`config.mk`:
```
export PLATFORM = sky130hd
export DESIGN_NAME = serial_demux_deserializer
export DESIGN_NICKNAME = d
export VERILOG_FILES = /design/src/rtl/serial_demux_deserializer.sv
export SDC_FILE = /design/constraint.sdc
export NUM_CORES = 1
export LEC_CHECK = 0
export ABC_AREA = 1
export BUFFER_PORTS_ARGS = -buffer_cell sky130_fd_sc_hd__buf_2
export CORE_MARGIN = 2
export CORE_UTILIZATION = 25
export CTS_CLUSTER_DIAMETER = 30
export CTS_CLUSTER_SIZE = 14
export DETAILED_ROUTE_END_ITERATION = 10
export MAX_ROUTING_LAYER = met4
export PLACE_DENSITY = 0.5
export SYNTH_ARGS = -nofsm -noshare
export SYNTH_HDL_FRONTEND = slang
export SYNTH_SLANG_ARGS = --single-unit
```
`constraint.sdc`:
```
create_clock -name clk -period 1.4 [get_ports clk]
set_input_delay 0.14 -clock clk [delete_from_list [all_inputs] [get_ports clk]]
set_output_delay 0.14 -clock clk [all_outputs]
set_load 0.05 [all_outputs]
```
`src/rtl/serial_demux_deserializer.sv`:
```
// ---------------------------------------------------------------------------
// serial_demux_deserializer
//
// Routes a serial bit stream into the bit positions of a WIDTH-bit word, one
// bit per accepted beat. A bit counter steers each bit to its slot. A
// completed word is handed off through a one-deep output register with a
// valid/ready handshake.
//
// Optional feature (macro SERIAL_DEMUX_PARITY_EN):
//   defined   - one extra even-parity beat follows the WIDTH data beats. It is
//               not stored in word_out. word_err flags odd total ones.
//   undefined - words are WIDTH beats long and word_err is constant 0.
//
// Parameters:
//   WIDTH      data word width in bits (>= 2)
//   MSB_FIRST  0: first bit lands in bit 0; 1: first bit lands in WIDTH-1
//   CNTW       bit-counter width (derived, do not override)
//
// Ports:
//   clk         rising-edge clock
//   rst_n       synchronous active-low reset
//   bit_in      serial data bit
//   bit_valid   bit_in is valid this cycle
//   bit_ready   block accepts bit_in this cycle
//   flush       discard the partially assembled word
//   word_out    assembled word, stable while word_valid=1
//   word_valid  word_out holds an unconsumed word
//   word_ready  consumer takes word_out this cycle
//   word_err    parity error for word_out, qualified by word_valid
//   bit_idx     number of beats accepted in the current word
// ---------------------------------------------------------------------------
module serial_demux_deserializer #(
  parameter int WIDTH     = 8,
  parameter bit MSB_FIRST = 1'b0,
  parameter int CNTW      = $clog2(WIDTH + 1)
) (
  input  logic             clk,
  input  logic             rst_n,
  input  logic             bit_in,
  input  logic             bit_valid,
  output logic             bit_ready,
  input  logic             flush,
  output logic [WIDTH-1:0] word_out,
  output logic             word_valid,
  input  logic             word_ready,
  output logic             word_err,
  output logic [CNTW-1:0]  bit_idx
);

`ifdef SERIAL_DEMUX_PARITY_EN
  localparam int LAST = WIDTH;
`else
  localparam int LAST = WIDTH - 1;
`endif

  localparam logic [CNTW-1:0] LAST_C = CNTW'(LAST);
  localparam logic [CNTW-1:0] TOP_C  = CNTW'(WIDTH - 1);

  logic [CNTW-1:0]  cnt;
  logic [WIDTH-1:0] data_buf;
  logic [WIDTH-1:0] merged;
  logic [WIDTH-1:0] word_q;
  logic             valid_q;
  logic [CNTW-1:0]  pos;
  logic             is_last;
  logic             accept;
  logic             complete;

  assign is_last = (cnt == LAST_C);

  // Only the completing beat waits on the consumer; earlier beats go into
  // data_buf, which is independent of the held word.
  assign bit_ready = rst_n && !flush && !(is_last && valid_q && !word_ready);
  assign accept    = bit_valid && bit_ready;
  assign complete  = accept && is_last;

  assign pos = MSB_FIRST ? (TOP_C - cnt) : cnt;

  // During the parity beat (cnt == WIDTH) pos lands outside 0..WIDTH-1 in
  // both orders, so no slot matches and merged is just data_buf.
  always_comb begin
    // NOTE: default assignment first so no path leaves merged unassigned,
    // which would otherwise infer a latch.
    merged = data_buf;
    for (int i = 0; i < WIDTH; i++) begin
      if (pos == CNTW'(i)) merged[i] = bit_in;
    end
  end

  // NOTE: state updates use non-blocking assignments so every register
  // samples the pre-edge values regardless of statement order.
  always_ff @(posedge clk) begin
    if (!rst_n) begin
      cnt      <= '0;
      data_buf <= '0;
      word_q   <= '0;
      valid_q  <= 1'b0;
    end else begin
      if (flush) begin
        cnt      <= '0;
        data_buf <= '0;
      end else if (complete) begin
        cnt      <= '0;
        data_buf <= '0;
      end else if (accept) begin
        cnt      <= cnt + 1'b1;
        data_buf <= merged;
      end

      // A completion in the same cycle as a consumption refills the register
      // directly, so there is no bubble between back-to-back words.
      if (complete) begin
        word_q  <= merged;
        valid_q <= 1'b1;
      end else if (valid_q && word_ready) begin
        valid_q <= 1'b0;
      end
    end
  end

`ifdef SERIAL_DEMUX_PARITY_EN
  logic err_q;

  // Even parity: data ones plus the parity bit must total an even count.
  always_ff @(posedge clk) begin
    if (!rst_n) begin
      err_q <= 1'b0;
    end else if (complete) begin
      err_q <= (^data_buf) ^ bit_in;
    end
  end

  assign word_err = err_q;
`else
  assign word_err = 1'b0;
`endif

  assign word_out   = word_q;
  assign word_valid = valid_q;
  assign bit_idx    = cnt;

endmodule
```
==> results of run 1 <==
metrics by stage:
stage | utilization (%) | instances | setup WS (ps) | instance area [um^2]
final | 36.8 | 252 | 47.8 | 1580
after global routing | 36.8 | 252 | -14.2 | 1580
after CTS | 33.4 | 244 | -30.7 | 1440
after detailed placement | 30.7 | 237 | -22.8 | 1320
after global placement | 30.7 | 237 | 19.5 | 1320
after floorplan | - | 163 | 3.64 | 1130
path summary, 6_finish.rpt:
| check | from | to | slack, ps |
|---|---|---|---|
| worst max-delay path | bit_idx[1] | bit_ready | 50 |
| worst min-delay path | rst_n | word_out[5] | 170 |
| worst max register to register | bit_idx[0] | data_buf[4] | 70 |
| worst min register to register | data_buf[1] | data_buf[1] | 470 |
area by class of cell:
class                   instances  share of cell area, %
repair buffers                 40                   17.7
well taps                      52                   4.12
multi-input cells             111                   41.6
flip-flops and latches         20                   26.2
inverters                      25                   6.18
clock buffers                   4                   4.20
metal layers:
| layer | part of all wire, % | track usage [%] |
|---|---|---|
| met1 | 49 | 16.1 |
| met2 | 46 | 19.7 |
| met3 | 4.0 | 2.45 |
| met4 | 1.3 | 5.13 |
| met5 | 0 | - |
cell usage after synthesis (2+ instances only):
master    n  area (um^2)
nand2_1  45          169
inv_1    24         90.1
nand3_1  22          110
dfxtp_1  20          400
a21oi_1  12         60.1
nor2_1   12         45.0
o21ai_0   7         35.0
buf_4     4         30.0
ha_1      4         50.1
nand4_1   3         18.8
buf_2     2         10.0
registers in the layout, summed over array words and instances, names as in the netlist:
| signal | cells |
|---|---|
| bit_idx | 4 |
| word_out | 8 |
| data_buf | 7 |
| word_valid | 1 |
repair_timing:
action	in CTS	in global routing
buffers inserted	3	8
hold endpoints to repair	0	0
resized for setup	9	19
pin swaps	3	7
endpoints found under the setup margin	14	18
cell families (layout without fill, tap and decap cells):
logic type,after synthesis,after routing,share of synthesized area [%]
adders and majority gates,4,4,4.53
buffers and inverters,32,69,13.1
AOI/OAI and AO/OA,19,19,8.60
and+or+nand+nor,87,87,37.2
other,1,1,0.339
DFF,20,20,36.2
critical path, delay by kind of cell, from the launching register on:
kind,cells,cell delay (ps)
flip-flops,1,370
AND/OR/NAND/NOR,3,270
buffers and inverters,1,150
adder cells (fa/ha/maj),1,140
power by group:
part	leakage [nW]	internal [mW]	switching [mW]
clock network	0.0339	0.311	0.224
registers	0.165	0.564	0.00101
logic	0.479	0.0422	0.0693
total	0.677	0.917	0.295
==> impl_metrics.yaml, run 1 <==
sta:
  whs_ps: 169
  hold_viol_final: 0
  tns_ps: 0
  max_clock_freq_mhz: 740
  setup_viol: 0
  min_period_ps: 1350
  fin_skew_ps: 2.09
  rsz0062_at_grt: "true"
  maxSlewViolCount: 0
  finalCritPeriodShare_pct: 96.6
floorplanning:
  die_h_um: 70.5
  row_count: 24
  start_util_pct: 25.8
  ioPinCount: 21
  coreArea_um2: 4290
  die_w_um: 70.5
  dieArea_um2: 4970
global_route:
  grt_start_max_net_pins: 15
  grt_overflow: 0
  grt_pass1_vias: 983
  grt_usage_pct: 12.7
  grt_pass1_wl_um: 4800
  antenna_found_initial: 0
clock_network:
  clkTransAtPathRegs_ps: 80
  cts.path.max_buffers: 2
  cts_sinks: 20
  htreeDepth: 1
  cts_tree: "yes"
  worst_skew_pair.late_latency_ps: 270
  cts_made_buffers: 3
  root_buffer: "clkbuf_8"
  cts_hold_buf: 0
setup_path:
  slowest_stage: "dfxtp_4"
  cp_data_required_time_ps: 1260
  cpPeakStageDelay_ps: 370
  path_cells: "ha_4 > nand3_4 > nor2_4 > nor2_8 > buf_8"
  cp-start-kind: "flop"
  criticalPathCategory: "flop to primary output"
  r2r_cells: 8
  crit_fanout: 5
  cp.arrival_ps: 1210
  cp-end-kind: "primary output"
yosys:
  ys_seq_elements: 20
  syn_inst: 163
  synth_edf_count: 0
  async_reset_ff_share_pct: 0
  ys_seq_area_share_pct: 36.2
  synth_cell_types: 19
  ys.flop_type: "dfxtp_1"
  ys_warn_count: 0
  synth_area_um2: 1110
  syn_nets: 173
  avgSynthCellArea_um2: 6.79
route:
  final_antenna_net_count: 0
  first_pass_iters: 4
  via_count: 1106
  drc_errors: 0
  wl_per_cell_um: 11.4
  totalWireLength_um: 2870
  drtIter0Drc: 34
  drt-vias-per-instance: 4.39
placed_design:
  hpwlAfterDp_um: 2040
  place_congestion: 0.784
  io_buffers: 19
layout:
  seqCellArea_um2: 414
  antennaDiodeCount: 0
  final_common_cell: "nand2_1"
  layout_common_cells: "nand2_1, inv_1, nand3_1"
  multi_input_area_um2: 658
  layout-drive-gt1-share_pct: 34.5
  nNetsFinal: 211
  synthToLayoutAreaGrowth_pct: 42.9
  fill_cells: 462
pwr:
  p_leak_nw: 0.677
  power.density_nw_per_um2: 767
  peakVddDrop_mv: 0.336
  p_total_mw: 1.21
run_status:
  status: "completed"
min_path:
  min_path_cells: 3
  min_path_type: "input port to flop"
flow_run:
  maxCapViolCount: 0
(Power assumes the default switching activity.)
==> inputs of run 2 (changes only) <==
Settings changed: CTS_BUF_LIST set to sky130_fd_sc_hd__clkbuf_2 sky130_fd_sc_hd__clkbuf_4 sky130_fd_sc_hd__clkbuf_8.
==> run 2 against run 1 <==
Sequential share of layout area increased by 0.083 points. Critical path depth did not move. Die area unchanged. Critical endpoint unchanged.
==> impl_metrics.yaml, run 2 (synthesized netlist as in run 1, its figures left out) <==
clock_network:
  worst_skew_pair.late_latency_ps: 260
  clkTransAtPathRegs_ps: 80
  cts_tree: "yes"
  cts_made_buffers: 3
  cts_sinks: 20
  cts.path.max_buffers: 2
  root_buffer: "clkbuf_8"
  htreeDepth: 1
  cts_hold_buf: 0
placed_design:
  dpl_cell_area_um2: 1320
  placed_cells: 237
  hpwlAfterDp_um: 2040
  place_congestion: 0.784
  io_buffers: 19
  preCtsSetupSlack_ps: -22.8
global_route:
  grt_overflow: 0
  grt_pass1_vias: 977
  grt_start_max_net_pins: 15
  grt_pass1_wl_um: 4730
  grt_usage_pct: 12.2
  antenna_found_initial: 0
layout:
  layout.cells.non_filler: 249
  largest_register_ffs: 8
  layout_common_cells: "nand2_1, inv_1, nand3_1"
  antennaDiodeCount: 0
  nNetsFinal: 208
  final_util_pct: 36.7
  layout-drive-gt1-share_pct: 34.5
  final_common_cell: "nand2_1"
  synthToLayoutAreaGrowth_pct: 42.4
  fin_area_um2: 1580
setup_path:
  cp_data_required_time_ps: 1260
  cp-end-kind: "primary output"
  criticalPathCategory: "flop to primary output"
  cp.arrival_ps: 1210
  crit_fanout: 6
  ff2ff_setup_slack_ps: 80
  cp-start-kind: "flop"
sta:
  finalCritPeriodShare_pct: 96.6
  maxSlewViolCount: 0
  max_clock_freq_mhz: 740
  rsz0062_at_grt: "true"
  min_period_ps: 1350
  hold_viol_final: 0
  whs_ps: 181
  setup_viol: 0
  tns_ps: 0
  worst_slack_ps: 48.0
  fin_skew_ps: 2.43
floorplanning:
  start_util_pct: 25.8
  dieArea_um2: 4970
  row_count: 24
  ioPinCount: 21
  die_w_um: 70.5
  coreArea_um2: 4290
  die_h_um: 70.5
route:
  drtIter0Drc: 31
  drc_errors: 0
  wl_per_cell_um: 11.7
  drt-vias-per-instance: 4.36
  final_antenna_net_count: 0
  first_pass_iters: 4
  via_count: 1086
  totalWireLength_um: 2920
min_path:
  min_path_type: "input port to flop"
flow_run:
  maxCapViolCount: 0
pwr:
  p_total_mw: 1.26
  p_leak_nw: 0.661
  power.density_nw_per_um2: 801
  peakVddDrop_mv: 0.334
run_status:
  status: "completed"
run 2: cell count changes in the layout (fill, tap and decap cells not counted), sizes merged:
cell    delta
buf        -4
bufinv     +1
clkbuf     -1
nand4      +1
run 2: critical path, cell delays in order, from the launching register on:
cell and delay, ps:
dfxtp_4 360, ha_4 160, nand3_4 90, nor2_4 50, nor2_8 130, buf_8 160
run 2: final timing paths:
| check | from | end | depth (start not counted) |
|---|---|---|---|
| worst max-delay path | bit_idx[0] | bit_ready | 5 |
| worst min register to register | data_buf[1] | data_buf[1] | 2 |
| worst min-delay path | rst_n | word_out[5] | 3 |
| worst max register to register | bit_idx[1] | word_out[1] | 7 |
run 2: final cells by class:
cell class | instances | area (um^2)
timing repair buffer | 36 | 249
multi-input combinational | 112 | 678
clock inverter | 1 | 30.0
fill | 465 | 2720
inverter | 25 | 97.6
tap | 52 | 65.1
sequential | 20 | 414
clock buffer | 3 | 41.3
run 2: timing repair:
action / in CTS / in global routing
resized for setup: 8 / 22
gates cloned: 0 / 1
endpoints found under the setup margin: 13 / 18
pin swaps: 3 / 7
buffers inserted: 3 / 4
run 2: metal layers:
layer  routed length (um)  share of wire (%)  GRT usage, %  vias to the layer above
li1                     -                  -             -                      580
met1                 1390                 48          16.0                      484
met2                 1370                 47          19.6                       18
met3                  107                3.7          2.02                        4
met4                   47                1.6          3.21                        0
met5                    0                  0             -                        -
run 2: power breakdown:
group          internal [mW]  switching [mW]  total (mW)  leakage, nW
registers              0.564         0.00101       0.565        0.165
clock network          0.382           0.207       0.589       0.0357
logic                 0.0373          0.0707       0.108        0.461
==> inputs of run 3 (changes only) <==
Settings changed: BUFFER_PORTS_ARGS -buffer_cell sky130_fd_sc_hd__buf_2 to unset, DONT_BUFFER_PORTS set to 1, GPL_ROUTABILITY_DRIVEN set to 0, PLACE_DENSITY 0.5 to 0.46, RECOVER_POWER set to 25.
==> run 3 against run 2 <==
Non-clock buffer count is 11 lower. Total power is 2.7% lower. Combinational power is 25% lower. Sequential share of layout area is 1.5 points higher. Via count hardly changed. Largest cell class unchanged. Largest power group unchanged.
==> impl_metrics.yaml, run 3 (synthesized netlist as in run 1, its figures left out) <==
placed_design:
  hpwlAfterDp_um: 2000
  preCtsSetupSlack_ps: 52.3
  dpl_cell_area_um2: 1290
  io_buffers: 0
run_status:
  status: "completed"
floorplanning:
  coreArea_um2: 4290
  die_w_um: 70.5
  dieArea_um2: 4970
  die_h_um: 70.5
  ioPinCount: 21
  start_util_pct: 25.8
  row_count: 24
layout:
  antennaDiodeCount: 0
  layout-drive-gt1-share_pct: 24.3
  fill_cells: 448
  final_common_cell: "nand2_1"
  fin_area_um2: 1490
  largest_register_ffs: 8
  nNetsFinal: 196
  synthToLayoutAreaGrowth_pct: 34.7
  layout_common_cells: "nand2_1, inv_1, nand3_1"
  final_util_pct: 34.7
pwr:
  peakVddDrop_mv: 0.425
  p_total_mw: 1.23
  p_leak_nw: 0.568
  power.density_nw_per_um2: 824
sta:
  min_period_ps: 1340
  tns_ps: 0
  worst_slew_pin_slew_ps: 600
  worst_slack_ps: 55.3
  maxSlewViolCount: 0
  max_clock_freq_mhz: 744
  setup_viol: 0
  hold_viol_final: 0
  rsz0062_at_grt: "false"
  finalCritPeriodShare_pct: 96.0
  fin_skew_ps: 3.52
  slew_headroom_pct: 60.2
setup_path:
  startpoint: "bit_idx[0]"
  criticalPathCategory: "flop to primary output"
  r2r-start: "bit_idx[0]"
  cp-end-kind: "primary output"
  crit_fanout: 2
  cp.arrival_ps: 1200
  cp_data_required_time_ps: 1260
  cp-start-kind: "flop"
route:
  totalWireLength_um: 2810
  wl_per_cell_um: 11.8
  via_count: 1085
  drt-vias-per-instance: 4.58
  final_antenna_net_count: 0
  first_pass_iters: 4
  drc_errors: 0
  drtIter0Drc: 50
global_route:
  grt_overflow: 0
  grt_pass1_wl_um: 4740
  antenna_found_initial: 0
  grt_start_max_net_pins: 14
  grt_pass1_vias: 1004
  grt_usage_pct: 12.3
clock_network:
  worst_skew_pair.late_latency_ps: 260
  cts_tree: "yes"
  clkTransAtPathRegs_ps: 80
  root_buffer: "clkbuf_8"
  htreeDepth: 1
  cts_made_buffers: 3
  cts_sinks: 20
  cts.path.max_buffers: 2
flow_run:
  maxCapViolCount: 0
min_path:
  holdCritStartpoint: "rst_n"
  min_path_type: "input port to flop"
## run 3: changes by cell type in the layout (fill, tap and decap cells not counted), sizes merged
cell,previous run,this run
dlygate4sd3,0,1
buf,36,16
nand4,5,4
clkbuf,3,11
## run 3: metrics by stage
step,instances,hold slack [ps]
after floorplan,163,260
after global placement,226,271
after detailed placement,226,271
after CTS,235,9.94
after global routing,237,15.0
final,237,11.6
## run 3: worst paths after layout
path,to,slack [ps],cells past startpoint
worst max-delay path,bit_ready,60,5
worst min register to register,data_buf[6],470,2
worst min-delay path,word_out[2],10,2
worst max register to register,data_buf[4],80,8
## run 3: area by class of cell
class                   instances  area, um^2  area share, %
clock buffers                   3        41.3           2.77
clock inverters                 1        30.0           2.02
inverters                      25        97.6           6.55
multi-input cells             111         662           44.4
flip-flops and latches         20         414           27.8
well taps                      52        65.1           4.37
repair buffers                 25         180           12.1
## run 3: metal layers
metal,GRT usage (%),vias up,part of all wire [%]
li1,-,558,-
met1,15.4,501,47
met2,19.8,24,46
met3,3.90,2,6.9
met4,1.92,0,0.64
met5,-,-,0
## run 3: power by group
part,switching (mW),internal [mW]
clock network,0.200,0.382
registers,0.00107,0.564
logic,0.0519,0.0293
## run 3: worst max-delay path: stages, from the launching register on
cell	delay, ps
dfxtp_4	370
ha_4	140
nand3_4	90
nor2_4	140
nor2_8	50
buf_12	140
## run 3: what timing repair did
item / CTS / global route
endpoints found under the hold margin: 2 / 0
hold buffers: 1 / 0
pin swaps: 3 / 6
setup endpoints to repair: 1 / 20
setup buffers: 4 / 2
gates resized for setup: 4 / 22
